File: config.mk
export PLATFORM = sky130hd
export DESIGN_NAME = load_store_unit
export DESIGN_NICKNAME = d
export VERILOG_FILES = /design/src/rtl/lsu_pkg.sv /design/src/rtl/lsu_lane_align.sv /design/src/rtl/load_store_unit.sv
export SDC_FILE = /design/constraint.sdc
export NUM_CORES = 1
export LEC_CHECK = 0
export CORE_MARGIN = 3
export CORE_UTILIZATION = 40
export CTS_CLUSTER_DIAMETER = 40
export CTS_CLUSTER_SIZE = 20
export DETAILED_ROUTE_END_ITERATION = 12
export GPL_TIMING_DRIVEN = 0
export PLACE_DENSITY = 0.74
export SLEW_MARGIN = 15
export SYNTH_ARGS = -nofsm -noshare
export SYNTH_HDL_FRONTEND = slang
export SYNTH_SLANG_ARGS = --single-unit
File: constraint.sdc
create_clock -name Clock_i -period 2.8 [get_ports Clock_i]
set_clock_uncertainty 0.05 [all_clocks]
set_input_delay 0.56 -clock Clock_i [delete_from_list [all_inputs] [get_ports Clock_i]]
set_output_delay 0.56 -clock Clock_i [all_outputs]
set_load 0.05 [all_outputs]
File: src/rtl/lsu_pkg.sv
// Shared types for the load/store unit: size encodings, FSM states, latched request.
// Latency: n/a (types only).
// Backpressure: n/a.
package lsu_pkg;

    localparam logic [1:0] SZ_BYTE = 2'b00;
    localparam logic [1:0] SZ_HALF = 2'b01;
    localparam logic [1:0] SZ_WORD = 2'b10;

    typedef enum logic [2:0] {
        ST_IDLE,
        ST_RD_ISSUE,
        ST_RD_CAPTURE,
        ST_MERGE,
        ST_WR_ISSUE,
        ST_RESP
    } lsu_state_e;

    // Only the low half of the store data is kept: word stores go straight out at accept.
    typedef struct packed {
        logic        write;
        logic [1:0]  size;
        logic        is_unsigned;
        logic [1:0]  lane;
        logic [15:0] wdata;
    } lsu_req_t;

    function automatic logic is_fault(input logic [1:0] size, input logic [31:0] addr,
                                      input logic [31:0] mem_bytes);
        logic bad_size;
        logic misaligned;
        bad_size   = (size == 2'b11);
        misaligned = ((size == SZ_HALF) && addr[0]) ||
                     ((size == SZ_WORD) && (addr[1:0] != 2'b00));
        return bad_size || misaligned || (addr >= mem_bytes);
    endfunction

endpackage

File: src/rtl/lsu_lane_align.sv
// Lane extraction/extension for loads and lane merge for sub-word stores.
// Latency: combinational.
// Backpressure: none.
module lsu_lane_align
    import lsu_pkg::*;
(
    input  logic [31:0] word_i,
    input  logic [1:0]  lane_i,
    input  logic [1:0]  size_i,
    input  logic        unsigned_i,
    input  logic [15:0] wdata_i,
    output logic [31:0] load_data_o,
    output logic [31:0] store_word_o
);

    logic [4:0]  byte_shift;
    logic [4:0]  half_shift;
    logic [31:0] byte_word;
    logic [31:0] half_word;
    logic [7:0]  byte_sel;
    logic [15:0] half_sel;
    logic [31:0] byte_mask;
    logic [31:0] half_mask;

    always_comb begin
        byte_shift = {lane_i, 3'b000};
        half_shift = {lane_i[1], 4'b0000};
        byte_word  = word_i >> byte_shift;
        half_word  = word_i >> half_shift;
        byte_sel   = byte_word[7:0];
        half_sel   = half_word[15:0];
        byte_mask  = 32'h0000_00ff << byte_shift;
        half_mask  = 32'h0000_ffff << half_shift;

        load_data_o  = word_i;
        store_word_o = word_i;
        case (size_i)
            SZ_BYTE: begin
                load_data_o  = unsigned_i ? {24'h0, byte_sel} : {{24{byte_sel[7]}}, byte_sel};
                store_word_o = (word_i & ~byte_mask) | ({24'h0, wdata_i[7:0]} << byte_shift);
            end
            SZ_HALF: begin
                load_data_o  = unsigned_i ? {16'h0, half_sel} : {{16{half_sel[15]}}, half_sel};
                store_word_o = (word_i & ~half_mask) | ({16'h0, wdata_i} << half_shift);
            end
            default: begin
                load_data_o  = word_i;
                store_word_o = word_i;
            end
        endcase
    end

endmodule

File: src/rtl/load_store_unit.sv
// Load/store initiator for a word-wide little-endian memory with registered read data.
// Latency: word store 2, load 3, sub-word store 4 (RMW), fault 1 cycle from accept to resp.
// Backpressure: req_ready_o only in IDLE; response has no backpressure.
module load_store_unit
    import lsu_pkg::*;
#(
    parameter int unsigned MEM_BYTES = 32
) (
    input  logic        Clock_i,
    input  logic        Reset_i,
    input  logic        req_valid_i,
    output logic        req_ready_o,
    input  logic        req_write_i,
    input  logic [1:0]  req_size_i,
    input  logic        req_unsigned_i,
    input  logic [31:0] req_addr_i,
    input  logic [31:0] req_wdata_i,
    output logic        resp_valid_o,
    output logic [31:0] resp_rdata_o,
    output logic        resp_fault_o,
    output logic        MemWrite_o,
    output logic        MemRead_o,
    output logic [31:0] addr_o,
    output logic [31:0] data_o,
    input  logic [31:0] mem_data_i
);

    lsu_state_e  state_q, state_d;
    lsu_req_t    req_q, req_d;
    logic        mem_read_q, mem_read_d;
    logic        mem_write_q, mem_write_d;
    logic [31:0] addr_q, addr_d;
    logic [31:0] data_q, data_d;
    logic        resp_valid_q, resp_valid_d;
    logic [31:0] resp_rdata_q, resp_rdata_d;
    logic        resp_fault_q, resp_fault_d;

    logic [31:0] load_data;
    logic [31:0] store_word;

    lsu_lane_align u_lane_align (
        .word_i       (mem_data_i),
        .lane_i       (req_q.lane),
        .size_i       (req_q.size),
        .unsigned_i   (req_q.is_unsigned),
        .wdata_i      (req_q.wdata),
        .load_data_o  (load_data),
        .store_word_o (store_word)
    );

    always_comb begin
        state_d      = state_q;
        req_d        = req_q;
        mem_read_d   = 1'b0;
        mem_write_d  = 1'b0;
        addr_d       = addr_q;
        data_d       = data_q;
        resp_valid_d = 1'b0;
        resp_rdata_d = 32'h0;
        resp_fault_d = 1'b0;

        case (state_q)
            ST_IDLE: begin
                if (req_valid_i) begin
                    req_d.write       = req_write_i;
                    req_d.size        = req_size_i;
                    req_d.is_unsigned = req_unsigned_i;
                    req_d.lane        = req_addr_i[1:0];
                    req_d.wdata       = req_wdata_i[15:0];
                    if (is_fault(req_size_i, req_addr_i, 32'(MEM_BYTES))) begin
                        state_d      = ST_RESP;
                        resp_valid_d = 1'b1;
                        resp_fault_d = 1'b1;
                        addr_d       = 32'h0;
                        data_d       = 32'h0;
                    end else if (req_write_i && (req_size_i == SZ_WORD)) begin
                        state_d     = ST_WR_ISSUE;
                        mem_write_d = 1'b1;
                        addr_d      = {req_addr_i[31:2], 2'b00};
                        data_d      = req_wdata_i;
                    end else begin
                        // Loads and sub-word stores both start with a word read.
                        state_d    = ST_RD_ISSUE;
                        mem_read_d = 1'b1;
                        addr_d     = {req_addr_i[31:2], 2'b00};
                    end
                end
            end
            ST_RD_ISSUE: begin
                state_d = req_q.write ? ST_MERGE : ST_RD_CAPTURE;
            end
            ST_RD_CAPTURE: begin
                state_d      = ST_RESP;
                resp_valid_d = 1'b1;
                resp_rdata_d = load_data;
                addr_d       = 32'h0;
            end
            ST_MERGE: begin
                state_d     = ST_WR_ISSUE;
                mem_write_d = 1'b1;
                data_d      = store_word;
            end
            ST_WR_ISSUE: begin
                state_d      = ST_RESP;
                resp_valid_d = 1'b1;
                addr_d       = 32'h0;
                data_d       = 32'h0;
            end
            ST_RESP: begin
                state_d = ST_IDLE;
            end
            default: begin
                state_d = ST_IDLE;
            end
        endcase
    end

    always_ff @(posedge Clock_i) begin
        if (Reset_i) begin
            state_q      <= ST_IDLE;
            req_q        <= '0;
            mem_read_q   <= 1'b0;
            mem_write_q  <= 1'b0;
            addr_q       <= 32'h0;
            data_q       <= 32'h0;
            resp_valid_q <= 1'b0;
            resp_rdata_q <= 32'h0;
            resp_fault_q <= 1'b0;
        end else begin
            state_q      <= state_d;
            req_q        <= req_d;
            mem_read_q   <= mem_read_d;
            mem_write_q  <= mem_write_d;
            addr_q       <= addr_d;
            data_q       <= data_d;
            resp_valid_q <= resp_valid_d;
            resp_rdata_q <= resp_rdata_d;
            resp_fault_q <= resp_fault_d;
        end
    end

    assign req_ready_o  = (state_q == ST_IDLE);
    assign resp_valid_o = resp_valid_q;
    assign resp_rdata_o = resp_rdata_q;
    assign resp_fault_o = resp_fault_q;
    assign MemRead_o    = mem_read_q;
    assign MemWrite_o   = mem_write_q;
    assign addr_o       = addr_q;
    assign data_o       = data_q;

endmodule

==> summary.txt <==
Status
  • Status: finished, final reports clean

Timing
  • Final slew viol count: 0
  • Final setup viols: 0
  • Hold_ws: 0.4076 ns
  • Least-Margin Pin Slew: 0.7459 ns
  • Max frequency: 0.3854 GHz
  • Min Tclk post-route: 2.595 ns
  • Relative slew slack: 0.5027
  • Unrepaired setup endpoints after global routing: false
  • Fin crit share: 0.9268
  • Final-report hold violation count: 0
  • Final TNS setup: 0 ns

Place
  • Dpl cells: 1095
  • Port Buffers: 200
  • Area of placed instances: 8183 µm²
  • Gpl congestion: 0.9194
  • Dpl hpwl: 15980 µm

Clocking
  • Clk buf depth: 2
  • TritonCTS buffer count: 17
  • CTS tree: yes
  • Maximum level of the CTS H-tree: 4
  • Root buffer cell: clkbuf_16
  • Clk_lat worst skew: 0.43 ns
  • Clock sink total: 123
  • Worst-path clk slew: 0.06 ns
  • Post-CTS Hold Buffers: 0

Setup path
  • CP Launch Type: flop
  • Crit path required time: 2.19 ns
  • Crit path capture type: output pin
  • Max FO, Critical Path: 10
  • Worst EP arrival: 1.99 ns
  • Crit Path Class: flop to output pin

Cells and area
  • ANT cells: 0
  • Post-Layout Cell Count: 1127
  • Leading cell type in the layout, fill and taps excluded: clkdlybuf4s50_1
  • Filler instances: 1273
  • Layout area overhead: 47.76%
  • Nets: 1037
  • Most frequent cells in the layout: clkdlybuf4s50_1, dfxtp_1, nand2_1
  • Layout cell share with drive strength beyond 1: 0.1162
  • Final instance area: 8795 µm²

Global routing
  • First-pass GRT wire length: 32240 µm
  • Gr usage total: 0.2525
  • Vias in the first global route: 6191
  • Initial antenna violation count: 0
  • GRT overflow: 0
  • Largest net degree at the start of global routing: 17

Route
  • DR pass1 iterations: 5
  • Drt drc: 0
  • Detailed Route Iter0 Violations: 681
  • Vias: 6236
  • WL final: 20620 µm
  • Routed len/inst: 18.30 µm
  • Final ANT Viol Nets: 0
  • Via-per-instance ratio: 5.533

Floorplanning
  • Die Ht: 128.0 µm
  • Core area: 14200 µm²
  • Top-Level Pins: 204
  • Initial Util: 0.4190
  • Row Count: 43
  • Total Die Area: 16380 µm²
  • Die X: 128.0 µm

Power
  • P_leak: 0.003135 µW
  • Overall Power: 6935 µW
  • Worst VDD drop: 0.4274 mV
  • Power per Cell Area: 788.6 nW/µm²

Logic synthesis
  • Number of synthesized flops with an enable pin: 0
  • Asr flop ratio synth: 0
  • Synthesized area per cell: 8.336 µm²
  • Ys flop type: dfxtp_1
  • Sequential share of the synthesized area: 0.4137
  • Synth unique cells: 50
  • Synthesized flop and latch total: 123
  • Post-synthesis cell count: 714
  • Yosys warnings: 0
  • Synthesized area: 5952 µm²

Min path
  • HP Class: flop to flop

Run
  • Max-cap violations: 0
registers in the layout, summed over array words and instances, names as in the netlist:
name and count:
state_q 3, resp_valid_o 1, MemWrite_o 1, MemRead_o 1
data_o 32, addr_o 30, req_q 22, resp_rdata_o 32
resp_fault_o 1
synthesized netlist by cell type, drive strengths merged (2+ instances only):
cell / instances / area, µm²
inv: 59 / 221.5
nor3: 20 / 115.1
nand2b: 3 / 18.77
nand3: 17 / 85.08
or2: 4 / 25.03
a21o: 9 / 67.56
a31oi: 7 / 43.79
dfxtp: 123 / 2462
o21ai: 50 / 254.0
buf: 32 / 177.7
and2: 27 / 168.9
a21oi: 66 / 334.1
o21a: 10 / 75.07
nor2b: 3 / 18.77
o221a: 6 / 67.56
nand2: 105 / 394.1
a211oi: 33 / 247.7
a221oi: 56 / 678.2
a32o: 3 / 30.03
nor4: 8 / 90.09
clkbuf: 37 / 138.9
or3: 3 / 18.77
nor2: 16 / 60.06
nand3b: 2 / 15.01
cell families (layout without fill, tap and decap cells):
group | after synthesis | after routing | synth area share
AND/OR/NAND/NOR | 214 | 214 | 0.1793
AO/OA/AOI/OAI | 244 | 244 | 0.3071
flip-flops | 123 | 123 | 0.4137
multiplexers | 3 | 3 | 0.007357
buffers and inverters | 128 | 360 | 0.09039
XOR/XNOR | 1 | 1 | 0.001472
other | 1 | 2 | 0.0006300
worst paths after layout:
kind	from	endpoint	slack, ns	cells after the start
max	state_q[0]	req_ready_o	0.20	5
min	addr_o[21]	addr_o[21]	0.41	1
max reg2reg	req_q[20]	data_o[31]	0.58	7
min reg2reg	addr_o[21]	addr_o[21]	0.41	1
where the power goes:
group | total, µW | switching, µW | internal (µW)
clock network | 2280 | 856 | 1420
registers | 2110 | 145 | 1960
logic | 2550 | 1660 | 890
critical path: stages, from the launching register on:
cell and delay [ns]:
dfxtp_1 0.30, buf_2 0.16, or2_1 0.23, clkbuf_1 0.16, nor2_1 0.15, dlygate4sd2_1 0.56
metal layers:
metal  up-vias  share of wire  global-route usage
met5         -              0                   0
met4         0          0.033              0.1055
met3        66          0.099             0.08500
met2       338           0.45              0.3971
met1      2848           0.42              0.3173
li1       2984              -                   -
repair_timing:
| action | in CTS | in global routing |
|---|---|---|
| gates resized for setup | 1 | 0 |
| setup buffers | 0 | 0 |
| endpoints found under the setup margin | 1 | 0 |
| endpoints found under the hold margin | 0 | 0 |
cell type report:
cell class | instances | area (µm²) | area share
Multi-Input combinational cell | 464 | 2955 | 0.3360
Sequential cell | 123 | 2462 | 0.2800
Timing Repair Buffer | 200 | 2001 | 0.2275
Clock buffer | 18 | 429.2 | 0.04880
Buffer | 69 | 316.6 | 0.03599
Tap cell | 180 | 225.2 | 0.02561
Inverter | 59 | 221.5 | 0.02518
Clock inverter | 14 | 183.9 | 0.02091
metrics by stage:
step / util / worst slack (ns)
after global placement: 0.5761 / -0.08373
after detailed placement: 0.5761 / -0.1010
after global routing: 0.6192 / 0.06188
after CTS: 0.6192 / 0.1891
final: 0.6192 / 0.2050
after floorplan: - / 0.4778
Power figures use the tool's default switching activity.
